<file path="src/rtl/led_pattern_sequencer.sv">
// Drives the LED bank through OFF / CHASE / BOUNCE / BLINK patterns with global PWM dimming.
// Mode and brightness are loaded through a valid/ready handshake and take effect on the next cycle.
module led_pattern_sequencer #(
  parameter int N_LEDS   = 5,
  parameter int TICK_DIV = 1200000,
  parameter int PWM_BITS = 4
) (
  input  logic                clk,
  input  logic                rst,
  input  logic                mode_valid,
  output logic                mode_ready,
  input  logic [1:0]          mode,
  input  logic [PWM_BITS-1:0] brightness,
  output logic [N_LEDS-1:0]   led,
  output logic                step_strobe
);

  // state  | meaning
  // OFF    | all LEDs dark, pattern frozen at zero
  // CHASE  | single lit LED rotating toward MSB, wraps to LSB
  // BOUNCE | single lit LED sweeping MSB-ward then LSB-ward
  // BLINK  | whole bank toggling between all-on and all-off
  typedef enum logic [1:0] {
    ST_OFF    = 2'd0,
    ST_CHASE  = 2'd1,
    ST_BOUNCE = 2'd2,
    ST_BLINK  = 2'd3
  } state_t;

  localparam int PS_W = (TICK_DIV > 2) ? $clog2(TICK_DIV) : 1;
  localparam logic [PS_W-1:0] TICK_LAST = PS_W'(TICK_DIV - 1);
  localparam logic DIR_LEFT  = 1'b0;
  localparam logic DIR_RIGHT = 1'b1;

  state_t                state_q, state_d;
  logic [N_LEDS-1:0]     pattern_q, pattern_d;
  logic                  dir_q, dir_d;
  logic [PS_W-1:0]       presc_q, presc_d;
  logic [PWM_BITS-1:0]   pwm_q, pwm_d;
  logic [PWM_BITS-1:0]   bright_q, bright_d;
  logic                  ready_q, ready_d;
  logic                  strobe_q, strobe_d;
  logic [N_LEDS-1:0]     led_q, led_d;
  logic                  accept;
  logic                  tick;
  logic                  gate;

  always_ff @(posedge clk or posedge rst) begin
    if (rst) begin
      state_q   <= ST_OFF;
      pattern_q <= '0;
      dir_q     <= DIR_LEFT;
      presc_q   <= '0;
      pwm_q     <= '0;
      bright_q  <= '1;
      ready_q   <= 1'b1;
      strobe_q  <= 1'b0;
      led_q     <= '0;
    end else begin
      state_q   <= state_d;
      pattern_q <= pattern_d;
      dir_q     <= dir_d;
      presc_q   <= presc_d;
      pwm_q     <= pwm_d;
      bright_q  <= bright_d;
      ready_q   <= ready_d;
      strobe_q  <= strobe_d;
      led_q     <= led_d;
    end
  end

  always_comb begin
    accept    = mode_valid && ready_q;
    tick      = (presc_q == TICK_LAST);
    gate      = (pwm_q < bright_q) || (&bright_q);
    state_d   = state_q;
    pattern_d = pattern_q;
    dir_d     = dir_q;
    presc_d   = tick ? '0 : presc_q + PS_W'(1);
    pwm_d     = pwm_q + PWM_BITS'(1);
    bright_d  = bright_q;
    ready_d   = !accept;
    strobe_d  = 1'b0;
    led_d     = pattern_q & {N_LEDS{gate}};

    // An accept in a tick cycle swallows that tick: the new pattern starts a full step.
    if (accept) begin
      state_d  = state_t'(mode);
      bright_d = brightness;
      presc_d  = '0;
      dir_d    = DIR_LEFT;
      case (state_t'(mode))
        ST_CHASE:  pattern_d = N_LEDS'(1);
        ST_BOUNCE: pattern_d = N_LEDS'(1);
        ST_BLINK:  pattern_d = '1;
        default:   pattern_d = '0;
      endcase
    end else if (tick) begin
      strobe_d = (state_q != ST_OFF);
      case (state_q)
        ST_CHASE:  pattern_d = {pattern_q[N_LEDS-2:0], pattern_q[N_LEDS-1]};
        ST_BOUNCE: begin
          if (dir_q == DIR_LEFT) begin
            pattern_d = pattern_q << 1;
            if (pattern_q[N_LEDS-2]) dir_d = DIR_RIGHT;
          end else begin
            pattern_d = pattern_q >> 1;
            if (pattern_q[1]) dir_d = DIR_LEFT;
          end
        end
        ST_BLINK:  pattern_d = ~pattern_q;
        default:   pattern_d = '0;
      endcase
    end
  end

  assign mode_ready  = ready_q;
  assign step_strobe = strobe_q;
  assign led         = led_q;

endmodule

</file>
<file path="config.mk">
export PLATFORM = sky130hd
export DESIGN_NAME = led_pattern_sequencer
export DESIGN_NICKNAME = d
export VERILOG_FILES = /design/src/rtl/led_pattern_sequencer.sv
export SDC_FILE = /design/constraint.sdc
export NUM_CORES = 1
export LEC_CHECK = 0
export ABC_AREA = 1
export CAP_MARGIN = 20
export CORE_ASPECT_RATIO = 0.8
export CORE_MARGIN = 8
export CORE_UTILIZATION = 56
export DETAILED_ROUTE_END_ITERATION = 6
export DONT_BUFFER_PORTS = 1
export GPL_TIMING_DRIVEN = 1
export PLACE_DENSITY_LB_ADDON = 0.05
export SLEW_MARGIN = 20
export SYNTH_ARGS = -nofsm -noshare
export SYNTH_HDL_FRONTEND = slang
export SYNTH_SLANG_ARGS = --single-unit
export TNS_END_PERCENT = 10
</file>
<file path="constraint.sdc">
create_clock -name clk -period 1.6 [get_ports clk]
set_clock_uncertainty 0.2 [all_clocks]
set_input_delay 0.16 -clock clk [delete_from_list [all_inputs] [get_ports clk]]
set_output_delay 0.16 -clock clk [all_outputs]
set_load 0.005 [all_outputs]
</file>
==> flow_summary_export.csv <==
group,metric,value,unit
power_and_ir_drop,power.switching,672,uW
layout,final_cell_mix,"nand2_1, nor2_1, dfrtp_1",
clock_network,cts_buffer_depth,2,
clock_network,cts_root_buffer,"clkbuf_8",
sta,postLayoutSetupSlackWorst,-0.0517,ns
floorplan,initial_core_util,59.2,%
grt,grt_first_pass_wirelength,8810,um
floorplan,die-area,6420,um2
drt,drt-met1-wl,2520,um
logic_synthesis,syn_nets,305,
logic_synthesis,synthesis.area_per_instance,7.89,um2
clock_network,number_of_buffers_added_by_the_clock_tree_synthesis_step,5,
sta,hold_violation_count_in_the_final_report,0,
sta,grt_setup_unrepaired,"true",
logic_synthesis,syn_area,2300,um2
drt,drc,0,
drt,vias,1950,
place,placedInstanceArea,2530,um2
critical_path,worst_r2r_endpoint,"pattern_q[0]$_DFFE_PP0P_",
power_and_ir_drop,largest_voltage_drop_on_the_vdd_net,0.000728,V
sta,timing.slew.headroom,62.1,%
clock_network,cts.htree.levels,2,
place,gp_routability_congestion,0.911,
run_status,run_status,"finished with violations",
place,placement.io_buffers,0,
logic_synthesis,postSynth.asyncResetShare,100,%
drt,initial_drc_count,124,
floorplan,std_cell_rows,20,
clock_network,cts_sinks,44,
drt,detail-route-antenna-nets,0,
grt,global_route.overflow_total,0,
layout,flow.area_growth_from_synthesis,23.6,%
logic_synthesis,synth_enable_flop_cells,0,
sta,worst_slew_pin_slew,0.565,ns
critical_path,worst_r2r_path_depth,9,
power_and_ir_drop,comb_power_share,15.9,%
logic_synthesis,yosysWarningCount,0,
power_and_ir_drop,share_seq_of_total_power,50.8,%
drt,top_sig_layer,"met4",
power_and_ir_drop,cell_internal_pwr,1840,uW
critical_path,critPathLaunchType,"register",
logic_synthesis,yosys.cell_types.count,32,
grt,antenna_found_initial,0,
floorplan,die_h,73.3,um
clock_network,clk_latency,0.29,ns
logic_synthesis,synth_ff_type,"dfrtp_1",
grt,grt_start_max_net_pins,18,
run_status,failed_checks,"setup timing",
drt,detail_route.wirelength,5180,um
hold_path,hold_path.class,"in2async",
grt,global_route.usage.total,17.6,%
layout,layout-drive-gt1-share,24.6,%
logic_synthesis,sequential_share_of_the_synthesized_area,48.2,%
drt,drt_first_pass_iters,4,
power_and_ir_drop,p_clk_share,33.3,%
layout,diodes,0,
logic_synthesis,synthCells,291,
place,hpwl,3720,um
power_and_ir_drop,leakagePower,0.00135,uW
clock_network,worst_setup_hold_path_clk_slew,0.08,ns
critical_path,required,1.58,ns
critical_path,critPathLaunch,"presc_q[1]$_DFF_PP0_",
floorplan,coreArea,3880,um2
layout,nNetsFinal,347,
drt,met3RoutedLength,188,um
critical_path,critical_path_class,"reg2reg",
sta,timing_max_transition_violations_final,0,
logic_synthesis,yosys_register_bits,44,
critical_path,critPathCaptureType,"register",
critical_path,worstReg2RegStart,"presc_q[1]$_DFF_PP0_",
power_and_ir_drop,switching_share,26.7,%
sta,timing.final.crit_period,1.65,ns
place,detailedPlace.worstSlack,-0.0772,ns
critical_path,worst_setup_path_endpoint,"pattern_q[0]$_DFFE_PP0P_",
critical_path,r2r_setup_slack,-0.05,ns
drt,wl_met2,2440,um
drt,avgViaCountPerCell,5.01,
sta,timing.final.crit_share,103,%
sta,setup_viol,18,
floorplan,die_width,87.6,um
grt,grt_pass1_vias,1868,
floorplan,top_level_ports,16,
clock_network,cts_tree,"built",
power_and_ir_drop,report.power.total,2520,uW
critical_path,data_arrival_critical_path,1.64,ns
drt,route.detailed.wl_per_inst,13.3,um
layout,layout.cell_area.non_filler,2840,um2
sta,timing.fmax,605,MHz
critical_path,crit_fanout,13,
layout,most_frequent_standard_cell_in_the_layout_excluding_fill_and_tap_cells,"nand2_1",
power_and_ir_drop,p_per_area,886,nW/um2
flow_run,max-cap-violations,0,
==> timing repair <==
item	in CTS	in global routing
hold buffers	7	1
hold endpoints to repair	56	2
gates resized for setup	6	19
setup buffers	0	5
endpoints found under the setup margin	23	37
pin swaps	3	8
==> synthesized netlist by cell type, types with 4 or more instances <==
| master | n | area (um2) |
|---|---|---|
| nand2_1 | 78 | 293 |
| o21ai_0 | 12 | 60.1 |
| nor2_1 | 52 | 195 |
| dfstp_2 | 5 | 131 |
| xor2_1 | 4 | 35.0 |
| nand4_1 | 5 | 31.3 |
| nand2_2 | 6 | 37.5 |
| inv_2 | 4 | 15.0 |
| inv_1 | 28 | 105 |
| ha_1 | 5 | 62.6 |
| dfrtp_1 | 39 | 976 |
| a21oi_1 | 5 | 25.0 |
| nand3_1 | 17 | 85.1 |
==> metrics by stage <==
step	util, %	hold WS, ns	setup TNS, ns	cells
after floorplan	-	0.0517	0	291
after global placement	65.2	-0.144	-0.377	368
after detailed placement	65.2	-0.138	-0.872	368
after CTS	70.4	-0.131	-0.892	383
after global routing	73.2	0.159	-2.50	389
final	73.2	0.106	-0.369	389
==> state kept, by name, summed over array words and instances, names as in the netlist <==
register and flops:
step_strobe 1, mode_ready 1, bright_q 4, presc_q 21, led 5, pwm_q 4
state_q 2, pattern_q 5, dir_q 1
==> worst min-delay path by stage <==
| stage | from | to | slack, ns |
|---|---|---|---|
| global placement | rst | led[0]$_DFF_PP0_ | -0.14 |
| finish | rst | presc_q[20]$_DFF_PP0_ | 0.11 |
| global route | rst | state_q[1]$_DFFE_PP0P_ | 0.16 |
| CTS | mode_valid | mode_ready$_DFF_PP1_ | -0.13 |
| detailed placement | rst | step_strobe$_DFF_PP0_ | -0.14 |
| floorplan | brightness[0] | bright_q[0]$_DFFE_PP1P_ | 0.05 |
==> logic make-up after synthesis <==
kind of cell,synth area share (%)
simple gates,34.0
xor+xnor,2.67
fa+ha+maj,2.72
compound gates,5.94
flops,48.2
buf+inv,6.43
==> layout make-up <==
class	count	area, um2
clock buffers	5	68.8
repair buffers	38	317
flip-flops and latches	44	1110
inverters	33	130
clock inverters	3	42.5
multi-input cells	211	1100
fillers	302	1040
well taps	55	68.8
==> routing by layer <==
layer	track usage, %	vias to the layer above
met5	0	-
met4	5.32	0
met3	3.79	4
met2	26.3	33
met1	24.7	919
li1	-	994
==> power groups by stage <==
stage               Clock, uW  Combinational (uW)  Sequential, uW
CTS                       863                 372            1270
floorplan                   0                 235            1280
global placement            0                 336            1300
finish                    838                 400            1280
detailed placement          0                 345            1300
global route              905                 465            1290
==> worst max-delay path, cell delays in order (launching register included) <==
cell and delay [ns]:
dfrtp_1 0.36, ha_2 0.19, nand2_2 0.07, inv_2 0.08, nand2_4 0.07, nor2_4 0.14, nand3_4 0.11, nand2_8 0.14
buf_4 0.14, o21ai_2 0.05
Note: power is estimated with default switching activity, not from simulation.
